`config.mk`:
```
export PLATFORM = sky130hd
export DESIGN_NAME = ff_bank
export DESIGN_NICKNAME = d
export VERILOG_FILES = /design/src/rtl/ff_bank.sv
export SDC_FILE = /design/constraint.sdc
export NUM_CORES = 1
export LEC_CHECK = 0
export CORE_MARGIN = 1.5
export CORE_UTILIZATION = 50
export DETAILED_ROUTE_END_ITERATION = 6
export PLACE_DENSITY = 0.93
export SYNTH_ARGS = -nofsm -noshare
export SYNTH_HDL_FRONTEND = slang
export SYNTH_SLANG_ARGS = --single-unit
```
`constraint.sdc`:
```
create_clock -name clk -period 2.7 [get_ports clk]
set_clock_uncertainty 0.05 [all_clocks]
set_input_delay 0.54 -clock clk [delete_from_list [all_inputs] [get_ports clk]]
set_output_delay 0.54 -clock clk [all_outputs]
set_load 0.05 [all_outputs]
```
`src/rtl/ff_bank.sv`:
```
// ff_bank: a bank of WIDTH independent storage bits, all sharing one mode.
//   mode 00 SR, 01 JK, 10 D, 11 T. In SR mode the s=r=1 case follows the
//   CONFLICT parameter (0 hold, 1 set, 2 reset, 3 toggle) and raises a
//   one-cycle conflict pulse plus a sticky error flag.
// Optional feature: define FF_BANK_ERR_CNT_EN to build the saturating
//   conflict event counter; otherwise err_cnt is tied to zero.
// Ports:
//   clk        rising-edge clock
//   rst_n      asynchronous active-low reset
//   en         update enable (0 holds all state)
//   mode       operating mode for every bit
//   s, r       per-bit set/J/D/T and reset/K inputs
//   err_clr    clears err_sticky and err_cnt
//   q, qn      registered state and its complement
//   conflict   pulse: previous edge saw s&r overlap in SR mode
//   err_sticky latched conflict flag
//   err_cnt    saturating conflict event count
module ff_bank #(
    parameter int unsigned WIDTH     = 8,
    parameter int unsigned CONFLICT  = 0,
    parameter int unsigned ERR_CNT_W = 8
) (
    input  logic                 clk,
    input  logic                 rst_n,
    input  logic                 en,
    input  logic [1:0]           mode,
    input  logic [WIDTH-1:0]     s,
    input  logic [WIDTH-1:0]     r,
    input  logic                 err_clr,
    output logic [WIDTH-1:0]     q,
    output logic [WIDTH-1:0]     qn,
    output logic                 conflict,
    output logic                 err_sticky,
    output logic [ERR_CNT_W-1:0] err_cnt
);

    typedef enum logic [1:0] {
        MODE_SR = 2'b00,
        MODE_JK = 2'b01,
        MODE_D  = 2'b10,
        MODE_T  = 2'b11
    } mode_e;

    mode_e            mode_sel;
    logic             conflict_ev;
    logic [WIDTH-1:0] q_q, q_d;
    logic             conflict_q, conflict_d;
    logic             err_sticky_q, err_sticky_d;

    assign mode_sel    = mode_e'(mode);
    // One event per edge regardless of how many bits overlap.
    assign conflict_ev = en && (mode_sel == MODE_SR) && (|(s & r));

    always_comb begin
        q_d = q_q;
        if (en) begin
            unique case (mode_sel)
                MODE_SR: begin
                    for (int unsigned i = 0; i < WIDTH; i++) begin
                        unique case ({s[i], r[i]})
                            2'b10:   q_d[i] = 1'b1;
                            2'b01:   q_d[i] = 1'b0;
                            2'b11: begin
                                case (CONFLICT)
                                    1:       q_d[i] = 1'b1;
                                    2:       q_d[i] = 1'b0;
                                    3:       q_d[i] = ~q_q[i];
                                    default: q_d[i] = q_q[i];
                                endcase
                            end
                            default: q_d[i] = q_q[i];
                        endcase
                    end
                end
                MODE_JK: begin
                    for (int unsigned i = 0; i < WIDTH; i++) begin
                        unique case ({s[i], r[i]})
                            2'b10:   q_d[i] = 1'b1;
                            2'b01:   q_d[i] = 1'b0;
                            2'b11:   q_d[i] = ~q_q[i];
                            default: q_d[i] = q_q[i];
                        endcase
                    end
                end
                MODE_D:  q_d = s;
                MODE_T:  q_d = q_q ^ s;
                default: q_d = q_q;
            endcase
        end
    end

    always_comb begin
        conflict_d = conflict_ev;
        // A new conflict outranks a simultaneous clear.
        if (conflict_ev) begin
            err_sticky_d = 1'b1;
        end else if (err_clr) begin
            err_sticky_d = 1'b0;
        end else begin
            err_sticky_d = err_sticky_q;
        end
    end

    always_ff @(posedge clk or negedge rst_n) begin
        if (!rst_n) begin
            q_q          <= '0;
            conflict_q   <= 1'b0;
            err_sticky_q <= 1'b0;
        end else begin
            q_q          <= q_d;
            conflict_q   <= conflict_d;
            err_sticky_q <= err_sticky_d;
        end
    end

    assign q          = q_q;
    assign qn         = ~q_q;
    assign conflict   = conflict_q;
    assign err_sticky = err_sticky_q;

`ifdef FF_BANK_ERR_CNT_EN
    logic [ERR_CNT_W-1:0] err_cnt_q, err_cnt_d;

    always_comb begin
        err_cnt_d = err_cnt_q;
        if (err_clr) begin
            // Clear and count in the same edge: the new event survives.
            err_cnt_d = conflict_ev ? ERR_CNT_W'(1) : '0;
        end else if (conflict_ev && (err_cnt_q != '1)) begin
            err_cnt_d = err_cnt_q + ERR_CNT_W'(1);
        end
    end

    always_ff @(posedge clk or negedge rst_n) begin
        if (!rst_n) begin
            err_cnt_q <= '0;
        end else begin
            err_cnt_q <= err_cnt_d;
        end
    end

    assign err_cnt = err_cnt_q;
`else
    assign err_cnt = '0;
`endif

endmodule
```
==> results of run 1 <==
-- where the power goes --
part / switching [mW] / internal (mW)
sequential: 0.0351 / 0.176
combinational: 0.332 / 0.190
clock: 0.0588 / 0.0819
-- metal layers --
metal | GRT usage | routed length, µm | vias to the layer above
met5 | 0 | 0 | -
met2 | 0.3231 | 1427 | 45
met3 | 0.01587 | 144 | 6
li1 | - | - | 651
met1 | 0.2151 | 1351 | 602
met4 | 0.08306 | 53 | 0
-- area by class of cell --
type,instances,area (µm²)
multi-input combinational,122,1032
fill,233,919.6
tap,31,38.79
timing repair buffer,41,417.9
inverter,23,86.33
clock buffer,4,36.28
sequential,10,250.2
-- stage by stage --
stage               instances  setup WS [ns]    util  total power [mW]
global placement          227         0.5714  0.6563            0.7255
CTS                       231         0.5098  0.6694            0.8765
detailed placement        227         0.4976  0.6563            0.7329
finish                    231         0.5073  0.6694            0.8730
floorplan                 172          1.095       -            0.5723
global route              231         0.4573  0.6694            0.9212
-- worst paths after layout --
| check | start | to | slack, ns | depth (start not counted) |
|---|---|---|---|---|
| min reg2reg | err_sticky | err_sticky | 0.46 | 1 |
| min | err_sticky | err_sticky | 0.46 | 1 |
| max | q[7] | qn[7] | 0.51 | 2 |
| max in group asynchronous | rst_n | err_sticky | 1.72 | 1 |
| max reg2reg | q[1] | q[1] | 1.50 | 3 |
| min in group asynchronous | rst_n | q[0] | 0.55 | 1 |
-- registers in the layout, summed over array words and instances (netlist names) --
name,cells
err_sticky,1
conflict,1
q,8
-- Yosys cell counts --
library cell,number,share of area
nand2b_1,1,0.0042
inv_1,23,0.058
o41ai_1,7,0.041
ha_1,28,0.24
nor4_1,1,0.0042
a21oi_1,7,0.024
dfrtp_1,10,0.17
nor3_1,1,0.0034
mux2i_1,7,0.047
buf_6,6,0.045
buf_4,8,0.040
nand3_1,1,0.0034
nor4bb_1,7,0.047
buf_2,3,0.010
o22ai_1,1,0.0042
a32o_1,2,0.013
o41ai_2,7,0.077
conb_1,1,0.0025
a211oi_1,7,0.035
o2111ai_1,1,0.0059
nand2_1,4,0.010
nor2_1,9,0.023
o21a_1,7,0.035
o21ai_0,8,0.027
and3_1,8,0.034
-- logic make-up after synthesis --
kind of cell,synth area share
adders and majority gates,0.2359
and+or+nand+nor,0.1289
muxes,0.04718
AOI/OAI and AO/OA,0.2629
buffers and inverters,0.1542
other,0.002525
DFF,0.1685
-- cell usage in the layout, fill, tap and decap left out --
cell and n:
o21a_1 7, nor4bb_1 7, ha_1 28, o41ai_1 7
nor4_1 1, a21oi_1 7, inv_1 23, nand2b_1 1
dfrtp_1 10, mux2i_1 7, clkdlybuf4s50_1 39, o41ai_2 7
nand3_1 1, buf_4 1, a211oi_1 7, buf_12 1
clkbuf_8 1, nand2_1 4, and3_1 8, nor3_1 1
clkbuf_4 3, o22ai_1 1, nor2_1 9, conb_1 8
o21ai_0 8, a32o_1 2, o2111ai_1 1
==> results.py, run 1 <==
metrics = {
    "status": {
        "outcome": "completed",
    },
    "floorplanning": {
        "core_area_um2": 2781,
        "rows": 19,
        "die_area_um2": 3306,
        "start_util": 0.5340,
        "chipHeight_um": 57.50,
        "io-pin-count": 48,
        "die_w_um": 57.50,
    },
    "clock_network": {
        "cts_resized": 0,
        "insertion_delay_ns": 0.27,
        "cts_setup_buffers": 0,
        "ctsHoldBuffers": 0,
        "cts_made_buffers": 3,
        "cts_root_buffer": "clkbuf_4",
        "cts-htree-levels": 1,
        "clock-sinks": 10,
        "clk_pin_slew_ns": 0.07,
        "tritoncts": "done",
        "clockBufferDepth": 2,
    },
    "critical_path": {
        "worstSetupPathType": "reg2out",
        "cpMaxStageDelayCell": "clkdlybuf4s50_1",
        "cpPeakStageDelay_ns": 0.80,
        "end_kind": "output port",
        "worstPathMaxFanout": 5,
        "arrival_ns": 1.60,
        "worstPathCellList": "inv_1 > clkdlybuf4s50_1",
        "cp.required_ns": 2.11,
        "crit_family": "buffers and inverters",
        "path_buf_inv": 2,
        "critPathLaunchType": "flip-flop",
    },
    "route": {
        "drt-total-wl_um": 2976,
        "vias": 1304,
        "vias_per_cell": 5.645,
        "ant_nets": 0,
        "drt_iter0_drc": 42,
        "drc": 0,
        "first_pass_iters": 5,
        "wl_per_cell_um": 12.88,
    },
    "synth": {
        "synth_seq_cells": 10,
        "yosysSeqAreaShare": 0.1685,
        "yosysWarnings": 0,
        "synth_cell_types": 25,
        "syn_area_per_cell_um2": 9.001,
        "synth_cells": 165,
        "netlist_area_um2": 1485,
    },
    "global_route": {
        "grt_max_degree": 48,
        "grt_pass1_vias": 1198,
        "grt_pass1_wl_um": 4823,
        "antenna_found_initial": 0,
        "grt_use_total": 0.1802,
        "grt_overflow": 0,
    },
    "sta": {
        "post-route-period-util": 0.8121,
        "hold_ws_ns": 0.4614,
        "tns_ns": 0,
        "period_minus_slack_ns": 2.193,
        "slew_violations": 0,
        "grt_setup_unrepaired": "false",
        "setup_viol": 0,
        "max_freq_ghz": 0.4561,
        "hold_viol_final": 0,
        "slew_headroom": 0.6041,
        "worstMarginPinSlew_ns": 0.5919,
    },
    "cells_and_area": {
        "fin_nets": 251,
        "area_delta_synth_final_pct": 25.36,
        "stdcell_area_um2": 1862,
        "antennaDiodeCount": 0,
        "drive_above_1_share": 0.06500,
    },
    "placed_design": {
        "place_hpwl_um": 2172,
        "numPortBuffers": 39,
        "routabilityCongestion": 0.8109,
        "place_area_um2": 1826,
    },
    "job": {
        "drv_cap": 0,
    },
    "power": {
        "power_density_nw_per_um2": 468.9,
        "total_leakage_power_nw": 0.8958,
        "ir_worst_vdd_uv": 319.4,
    },
    "hold_path": {
        "hold_path.class": "reg2reg",
    },
}
No activity file was read; power rests on OpenSTA's default activity.
==> inputs of run 2 (changes only) <==
--- a/config.mk
+++ b/config.mk
@@ -6,9 +6,9 @@
 export NUM_CORES = 1
 export LEC_CHECK = 0
 export CORE_MARGIN = 1.5
-export CORE_UTILIZATION = 50
+export CORE_UTILIZATION = 47
 export DETAILED_ROUTE_END_ITERATION = 6
-export PLACE_DENSITY = 0.93
+export PLACE_DENSITY = 0.88
 export SYNTH_ARGS = -nofsm -noshare
 export SYNTH_HDL_FRONTEND = slang
 export SYNTH_SLANG_ARGS = --single-unit
==> constraint.sdc (replaced) <==
create_clock -name clk -period 2.2 [get_ports clk]
set_clock_uncertainty 0.05 [all_clocks]
set_input_delay 0.44 -clock clk [delete_from_list [all_inputs] [get_ports clk]]
set_output_delay 0.44 -clock clk [all_outputs]
set_load 0.05 [all_outputs]
==> results.py, run 2 (same netlist as run 1, synthesis figures left out) <==
metrics = {
    "sta": {
        "hold_ws_ns": 0.4301,
        "max_freq_ghz": 0.4798,
        "hold_viol_final": 0,
        "worstMarginPinSlew_ns": 0.5015,
        "slew_headroom": 0.6646,
        "setup_viol": 0,
        "period_minus_slack_ns": 2.084,
        "slew_violations": 0,
        "post-route-period-util": 0.9474,
        "timing.final.ws_setup_ns": 0.1158,
        "tns_ns": 0,
        "grt_setup_unrepaired": "false",
    },
    "clock_network": {
        "tritoncts": "done",
        "clock-sinks": 10,
        "clockBufferDepth": 2,
        "cts_resized": 0,
        "ctsHoldBuffers": 0,
        "cts-htree-levels": 1,
        "insertion_delay_ns": 0.27,
        "cts_made_buffers": 3,
        "cts_root_buffer": "clkbuf_4",
        "cts_setup_buffers": 0,
        "clk_pin_slew_ns": 0.07,
    },
    "power": {
        "power_density_nw_per_um2": 564.4,
        "ir_worst_vdd_uv": 521.7,
        "power_mw": 1.071,
        "total_leakage_power_nw": 0.9052,
    },
    "route": {
        "drc": 0,
        "first_pass_iters": 4,
        "vias_per_cell": 5.355,
        "wl_per_cell_um": 11.74,
        "drt-total-wl_um": 2877,
        "drt_iter0_drc": 39,
        "ant_nets": 0,
        "vias": 1312,
    },
    "global_route": {
        "grt_pass1_vias": 1115,
        "antenna_found_initial": 0,
        "grt_use_total": 0.1718,
        "grt_max_degree": 48,
        "grt_pass1_wl_um": 4698,
        "grt_overflow": 0,
    },
    "cells_and_area": {
        "fin_util": 0.6269,
        "fin_nets": 252,
        "layout_common_cells": "clkdlybuf4s50_1 (39), ha_1 (28), inv_1 (23)",
        "stdcell_area_um2": 1898,
        "instances_no_fill": 245,
        "area_delta_synth_final_pct": 27.80,
        "layout_commonest_cell": "clkdlybuf4s50_1",
        "antennaDiodeCount": 0,
        "drive_above_1_share": 0.06965,
        "largest_register_ffs": 8,
    },
    "placed_design": {
        "dp_cells": 241,
        "place_hpwl_um": 2196,
        "dp_slack_ns": 0.09621,
        "place_area_um2": 1862,
        "numPortBuffers": 39,
        "routabilityCongestion": 0.7906,
    },
    "floorplanning": {
        "die_area_um2": 3506,
        "chipHeight_um": 59.22,
        "core_area_um2": 3028,
        "rows": 20,
        "start_util": 0.4905,
        "die_w_um": 59.22,
        "io-pin-count": 48,
    },
    "critical_path": {
        "cp.required_ns": 1.71,
        "worstPathMaxFanout": 5,
        "worstSetupPathType": "reg2out",
        "end_kind": "output port",
        "critPathLaunchType": "flip-flop",
        "arrival_ns": 1.59,
    },
    "hold_path": {
        "hold_path.class": "in2async",
    },
    "status": {
        "outcome": "completed",
    },
    "job": {
        "drv_cap": 0,
    },
}
run 2: cell types whose count changed in the layout (fill, tap and decap cells not counted), sizes merged:
cell / before / now
buf: 2 / 3
run 2: final cells by class:
class,instances,area (µm²)
multi-input cells,122,1032
well taps,44,55.05
clock buffers,4,36.28
fillers,285,1130
inverters,23,86.33
flip-flops and latches,10,250.2
repair buffers,42,437.9
run 2: routing by layer:
layer | vias to the layer above | GRT usage | wire length [µm]
li1 | 654 | - | -
met1 | 613 | 0.2216 | 1382
met2 | 43 | 0.2857 | 1326
met3 | 2 | 0.05022 | 159
met4 | 0 | 0.03247 | 9
met5 | - | 0 | 0
run 2: critical path, cell delays in order (launching register included):
cell and delay (ns):
dfrtp_1 0.42, inv_1 0.10, clkdlybuf4s50_1 0.80
run 2: power breakdown:
part	internal (mW)	leakage, nW	switching (mW)
clock network	0.101	0.0210	0.0657
logic	0.236	0.762	0.408
registers	0.216	0.122	0.0451
run 2: path summary, 6_finish.rpt:
kind                            start          to  slack (ns)  depth (start not counted)
max                              q[7]       qn[7]        0.12                          2
min                             rst_n        q[2]        0.43                          1
max reg2reg                      q[0]        q[0]        0.97                          3
min reg2reg                err_sticky  err_sticky        0.46                          1
max in group asynchronous       rst_n  err_sticky        1.37                          1
min in group clk           err_sticky  err_sticky        0.46                          1
